[src/rtl/seq_divider.sv]
// Restoring shift-subtract divider, one quotient bit per clock, with signed
// mode, divide-by-zero detection and a start/done handshake.
module seq_divider #(
  parameter int WIDTH = 16
) (
  input  logic             clk,
  input  logic             rst,
  input  logic             start,
  input  logic             sgn,
  input  logic [WIDTH-1:0] dividend,
  input  logic [WIDTH-1:0] divisor,
  output logic             ready,
  output logic             busy,
  output logic             done,
  output logic             dz,
  output logic [WIDTH-1:0] quot,
  output logic [WIDTH-1:0] rem
);

  localparam int CW = $clog2(WIDTH + 1);

  typedef enum logic [1:0] {IDLE, CALC, FIX, DONE} state_t;

  state_t           state_reg, state_next;
  logic [WIDTH-1:0] a_reg;      // dividend magnitude, becomes quotient bit by bit
  logic [WIDTH-1:0] b_reg;      // divisor magnitude
  logic [WIDTH-1:0] r_reg;      // partial remainder
  logic [CW-1:0]    count_reg;
  logic             sa_reg, sb_reg, zero_reg;
  logic [WIDTH-1:0] quot_reg, rem_reg;
  logic             dz_reg;

  logic             accept;
  logic             div_zero;
  logic             last_iter;
  logic [WIDTH-1:0] a_mag, b_mag;
  logic [WIDTH:0]   shifted, diff;
  logic             fits;
  logic [WIDTH-1:0] q_fixed, r_fixed;

  always_comb begin
    accept    = start && (state_reg == IDLE || state_reg == DONE);
    div_zero  = (divisor == '0);
    last_iter = (count_reg == CW'(WIDTH - 1));
    // Magnitudes fit in WIDTH unsigned bits, including |MIN| = 2^(WIDTH-1).
    a_mag     = (sgn && dividend[WIDTH-1]) ? (~dividend + 1'b1) : dividend;
    b_mag     = (sgn && divisor[WIDTH-1])  ? (~divisor + 1'b1)  : divisor;
    // Partial remainder is always < divisor, so the shifted value is < 2*divisor
    // and bit WIDTH of the difference is a clean borrow indicator.
    shifted   = {r_reg, a_reg[WIDTH-1]};
    diff      = shifted - {1'b0, b_reg};
    fits      = ~diff[WIDTH];
    q_fixed   = (sa_reg ^ sb_reg) ? (~a_reg + 1'b1) : a_reg;
    r_fixed   = sa_reg ? (~r_reg + 1'b1) : r_reg;
  end

  always_ff @(posedge clk) begin
    if (rst) begin
      state_reg <= IDLE;
    end else begin
      state_reg <= state_next;
    end
  end

  always_comb begin
    state_next = state_reg;
    ready      = 1'b0;
    busy       = 1'b0;
    done       = 1'b0;
    case (state_reg)
      IDLE: begin
        ready = 1'b1;
        if (accept) state_next = div_zero ? FIX : CALC;
      end
      CALC: begin
        busy = 1'b1;
        if (last_iter) state_next = FIX;
      end
      FIX: begin
        busy       = 1'b1;
        state_next = DONE;
      end
      DONE: begin
        ready = 1'b1;
        done  = 1'b1;
        if (accept) state_next = div_zero ? FIX : CALC;
        else        state_next = IDLE;
      end
      default: state_next = IDLE;
    endcase
  end

  // Divide by zero passes through FIX with the raw dividend parked in a_reg,
  // which gives it the one-cycle-later completion.
  always_ff @(posedge clk) begin
    if (rst) begin
      a_reg     <= '0;
      b_reg     <= '0;
      r_reg     <= '0;
      count_reg <= '0;
      sa_reg    <= 1'b0;
      sb_reg    <= 1'b0;
      zero_reg  <= 1'b0;
      quot_reg  <= '0;
      rem_reg   <= '0;
      dz_reg    <= 1'b0;
    end else if (accept) begin
      a_reg     <= div_zero ? dividend : a_mag;
      b_reg     <= b_mag;
      r_reg     <= '0;
      count_reg <= '0;
      sa_reg    <= sgn && dividend[WIDTH-1];
      sb_reg    <= sgn && divisor[WIDTH-1];
      zero_reg  <= div_zero;
    end else if (state_reg == CALC) begin
      r_reg     <= fits ? diff[WIDTH-1:0] : shifted[WIDTH-1:0];
      a_reg     <= {a_reg[WIDTH-2:0], fits};
      count_reg <= count_reg + 1'b1;
    end else if (state_reg == FIX) begin
      if (zero_reg) begin
        quot_reg <= '1;
        rem_reg  <= a_reg;
        dz_reg   <= 1'b1;
      end else begin
        quot_reg <= q_fixed;
        rem_reg  <= r_fixed;
        dz_reg   <= 1'b0;
      end
    end
  end

  assign quot = quot_reg;
  assign rem  = rem_reg;
  assign dz   = dz_reg;

endmodule

[config.mk]
export PLATFORM = sky130hd
export DESIGN_NAME = seq_divider
export DESIGN_NICKNAME = d
export VERILOG_FILES = /design/src/rtl/seq_divider.sv
export SDC_FILE = /design/constraint.sdc
export NUM_CORES = 1
export LEC_CHECK = 0
export BUFFER_PORTS_ARGS = -buffer_cell sky130_fd_sc_hd__buf_2
export CORE_MARGIN = 1.5
export CORE_UTILIZATION = 53
export DETAILED_ROUTE_END_ITERATION = 8
export GPL_TIMING_DRIVEN = 0
export PLACE_DENSITY_LB_ADDON = 0.3
export RECOVER_POWER = 100
export SYNTH_ARGS = -nofsm -noshare
export SYNTH_HDL_FRONTEND = slang
export SYNTH_SLANG_ARGS = --single-unit
[constraint.sdc]
create_clock -name clk -period 2.8 [get_ports clk]
set_clock_uncertainty 0.1 [all_clocks]
set_input_delay 0.56 -clock clk [delete_from_list [all_inputs] [get_ports clk]]
set_output_delay 0.56 -clock clk [all_outputs]
set_load 0.005 [all_outputs]
==> run_results.csv <==
group,metric,value,unit
worst_hold_path,hold_path.class,"reg2reg",
grt,first_pass_grt_wire_length,25730,um
setup_path,cp.required,2.96,ns
logic_synthesis,synth.lib_cells_used.distinct,65,
place,gpl.final_weighted_congestion,0.9171,
logic_synthesis,mappedNetlistArea,5937,sq um
cells_and_area,final_nets,903,
place,dpl_worst_slack,-0.2926,ns
grt,grt_antenna_before_repair,0,
sta,setup_repair_after_global_routing_missed_its_margin,"true",
cts,post_cts_hold_buffer_count,0,
logic_synthesis,synth_sequential_area_ratio,30.68,%
cells_and_area,utilization,62.00,%
sta,tightest_slew,0.7038,ns
floorplan,ioPinCount,72,
route,drt-wirelength-per-cell,16.61,um
logic_synthesis,synth_top_cells_by_area,"sky130_fd_sc_hd__dfxtp_1 31%, sky130_fd_sc_hd__nor2_1 6.5%, sky130_fd_sc_hd__ha_1 5.5%",
cts,cts.reportedPaths.clkPinSlew,0.09,ns
setup_path,r2r.worst_path.cells,12,
pwr,power_per_cell_area,1064,nW/um^2
status,result_of_the_run,"finished, violations left",
worst_hold_path,holdPathStages,2,
logic_synthesis,ys.flop_type,"sky130_fd_sc_hd__dfxtp_1",
cells_and_area,layout.cells.non_filler,985,
pwr,leakage,2.605,nW
setup_path,crit_top_cell,"sky130_fd_sc_hd__a21o_1",
place,placed_cells_incl_taps,963,
cells_and_area,layout.filler_cells,967,
pwr,power,0.007186,W
route,drt-initial-drc-count,416,
cts,cts.sink_count,91,
sta,timing.slew.headroom,53.08,%
setup_path,crit_path_end_kind,"flop",
setup_path,regToRegEndpoint,"r_reg[14]$_SDFFE_PP0P_",
cts,cts_buf_count,9,
worst_hold_path,worst_hold_path.endpoint,"b_reg[15]$_SDFFE_PP0N_",
flow_run,maxCapViolations,0,
cts,clock_insertion_delay_worst_skew,0.37,ns
cells_and_area,multi_input_gate_area_in_the_final_layout,3850,sq um
setup_path,worst_path_max_delay_cell,"sky130_fd_sc_hd__dfxtp_4",
sta,final-max-slew-violation-count,0,
setup_path,timing.critical_path.depth,12,
grt,maximum_number_of_pins_on_one_net_before_global_route_repair,17,
cells_and_area,final_layout_size_suffix_gt1_share,13.14,%
status,violations,"setup timing",
cts,clk_root_buffer_cell,"sky130_fd_sc_hd__clkbuf_8",
pwr,internal-power,0.003790,W
sta,fin_ws,-0.01242,ns
pwr,vdd.ir_drop.worst,0.5386,mV
setup_path,number_of_buffers_and_inverters_on_the_critical_path,2,
cells_and_area,areaGrowthSynthToFinish,13.70,%
floorplan,rows,38,
logic_synthesis,synth_enable_flop_cells,0,
place,detailed_place_hpwl,12510,um
cts,cts_tree,"built",
floorplan,die_width,108.8,um
setup_path,largest_stage_delay_on_the_critical_path,0.38,ns
place,io_buffer_count,70,
route,drt-total-wl,16360,um
logic_synthesis,synth_top_area_share,30.68,%
floorplan,die_y,108.8,um
logic_synthesis,postSynthAreaPerCell,7.884,sq um
cts,htree_levels,3,
sta,fin_hold_viols,0,
pwr,power.share.combinational,60.1,%
sta,setup_viol,1,
logic_synthesis,synth_common_cells,"103 x sky130_fd_sc_hd__nor2_1, 91 x sky130_fd_sc_hd__dfxtp_1, 58 x sky130_fd_sc_hd__nand2_1",
setup_path,timing.critical_path.max_delay_family,"compound AO/OA/AOI/OAI gates",
logic_synthesis,synth_most_common_cell,"sky130_fd_sc_hd__nor2_1",
setup_path,worstReg2RegStart,"a_reg[15]$_SDFFE_PP0P_",
logic_synthesis,synth_largest_area_cell,"sky130_fd_sc_hd__dfxtp_1",
floorplan,die_area,11850,sq um
sta,finalWorstPathRequiredPeriod,2.812,ns
floorplan,initial_core_util,54.53,%
setup_path,crit_arrival,2.97,ns
setup_path,critical_path.max_fanout,4,
pwr,netSwitchingFraction,47.25,%
route,routed-via-count,5734,
grt,global_route.overflow_total,0,
grt,grt_use_total,27.71,%
pwr,clkPwrFrac,12.1,%
route,drt_pre_antenna_iters,5,
setup_path,setup.worst_path.class,"reg2reg",
logic_synthesis,postSynthCellCount,753,
setup_path,crit_chain,"inv_4 > ha_4 > fa_2 > and2b_2 > o2111ai_4 > a31o_4 > a21o_1 > a21o_1 > buf_4 > nor2_1 > nor4b_2 > a21o_1",
pwr,share_of_total_power_in_sequential_cells,27.8,%
route,avgViaCountPerCell,5.821,
logic_synthesis,synth-seq-cells,91,
cts,clock_path_buffers,2,
setup_path,worst_setup_path_start_kind,"flop",
route,ant_nets,0,
worst_hold_path,hold_path.startpoint,"b_reg[15]$_SDFFE_PP0N_",
logic_synthesis,mappedNetlistNets,816,
sta,maxClockFrequency,355.6,MHz
sta,period_share,100.4,%
floorplan,design.core.area,10890,sq um
logic_synthesis,synth_async_sr_flop_share,0,%
cells_and_area,count_of_inserted_antenna_diode_cells,0,
logic_synthesis,yosys_warnings,0,
route,detail_route.drc_violations,0,
grt,first_global_vias,5338,
pwr,power.net_switching,0.003395,W
setup_path,worst-r2r-setup-slack,-0.01,ns
cells_and_area,final-seq-area,1827,sq um
==> power by group through the flow <==
stage / registers (W) / logic (W) / clock network (W)
3_3_place_gp: 0.00199 / 0.00380 / 0
2_1_floorplan: 0.00190 / 0.00304 / 0
3_5_place_dp: 0.00201 / 0.00393 / 0
4_1_cts: 0.00198 / 0.00398 / 0.000873
6_report: 0.00200 / 0.00432 / 0.000873
5_1_grt: 0.00204 / 0.00473 / 0.000938
==> worst register-to-register path: cells and delay by family (launching register included) <==
family	cells	cell delay [ns]
AOI/OAI and AO/OA	5	1.06
adders and majority gates	2	0.53
buffers and inverters	2	0.19
DFF	1	0.38
and+or+nand+nor	3	0.45
==> cells in the final DEF, fill, tap and decap left out, types with 7 or more instances in the layout <==
cell type and count:
sky130_fd_sc_hd__nand3_1 9, sky130_fd_sc_hd__nor2_1 103, sky130_fd_sc_hd__o31ai_1 7, sky130_fd_sc_hd__mux2i_1 27, sky130_fd_sc_hd__xnor2_1 30, sky130_fd_sc_hd__nor2b_1 19
sky130_fd_sc_hd__o22ai_1 16, sky130_fd_sc_hd__buf_4 7, sky130_fd_sc_hd__nand2b_1 8, sky130_fd_sc_hd__a31oi_1 10, sky130_fd_sc_hd__inv_1 37, sky130_fd_sc_hd__clkbuf_1 56
sky130_fd_sc_hd__o211ai_1 7, sky130_fd_sc_hd__dfxtp_1 89, sky130_fd_sc_hd__nand2_1 58, sky130_fd_sc_hd__xor2_1 32, sky130_fd_sc_hd__ha_1 24, sky130_fd_sc_hd__buf_2 54
sky130_fd_sc_hd__clkbuf_8 10, sky130_fd_sc_hd__nor3_1 10, sky130_fd_sc_hd__a21oi_1 34, sky130_fd_sc_hd__or3_1 10, sky130_fd_sc_hd__o21ai_1 11, sky130_fd_sc_hd__a211oi_1 40
sky130_fd_sc_hd__o21ai_0 47
==> timing repair <==
item | 4_1_cts | 5_1_grt
resized for setup | 4 | 24
endpoints found under the hold margin | 0 | 0
gates cloned | 0 | 1
setup buffers | 2 | 3
pin swaps | 2 | 12
endpoints found under the setup margin | 17 | 16
==> routing by layer <==
metal	routed length, um	track usage (%)	part of all wire [%]	vias to the layer above
met5	0	0	0	-
met4	202	7.801	1.2	0
met3	931	3.706	5.7	22
met2	7610	45.96	47	182
met1	7617	37.63	47	2694
li1	-	-	-	2836
==> cells by family after synthesis <==
kind of cell | synth area share [%]
xor+xnor | 9.146
simple gates | 20.44
buf+inv | 5.648
mux | 4.742
flops | 30.68
fa+ha+maj | 5.817
compound gates | 23.52
==> final cells by class <==
| type | instances | share of cell area (%) |
|---|---|---|
| Tap cell | 140 | 2.595 |
| Multi-Input combinational cell | 579 | 57.03 |
| Clock inverter | 6 | 0.7229 |
| Clock buffer | 10 | 2.039 |
| Inverter | 38 | 2.150 |
| Timing Repair Buffer | 76 | 5.542 |
| Sequential cell | 91 | 27.06 |
| Buffer | 45 | 2.854 |
==> through the flow <==
stage / cell area [sq um] / hold WS (ns) / TNS, ns
5_1_grt: 6750 / 0.3950 / -0.6791
3_5_place_dp: 6462 / 0.3565 / -4.053
3_3_place_gp: 6462 / 0.3440 / -3.241
2_1_floorplan: 5937 / 0.3319 / 0
6_report: 6750 / 0.3769 / -0.01242
4_1_cts: 6671 / 0.3694 / 0
==> worst max-delay path by stage <==
stage	from	to	slack, ns
2_1_floorplan	a_reg[15]$_SDFFE_PP0P_	r_reg[14]$_SDFFE_PP0P_	0.10
3_3_place_gp	a_reg[15]$_SDFFE_PP0P_	r_reg[14]$_SDFFE_PP0P_	-0.26
6_report	a_reg[15]$_SDFFE_PP0P_	r_reg[14]$_SDFFE_PP0P_	-0.01
4_1_cts	a_reg[15]$_SDFFE_PP0P_	r_reg[14]$_SDFFE_PP0P_	0.01
5_1_grt	a_reg[15]$_SDFFE_PP0P_	r_reg[14]$_SDFFE_PP0P_	-0.11
3_5_place_dp	a_reg[15]$_SDFFE_PP0P_	r_reg[1]$_SDFFE_PP0P_	-0.29
Note: power is estimated with default switching activity, not from simulation.
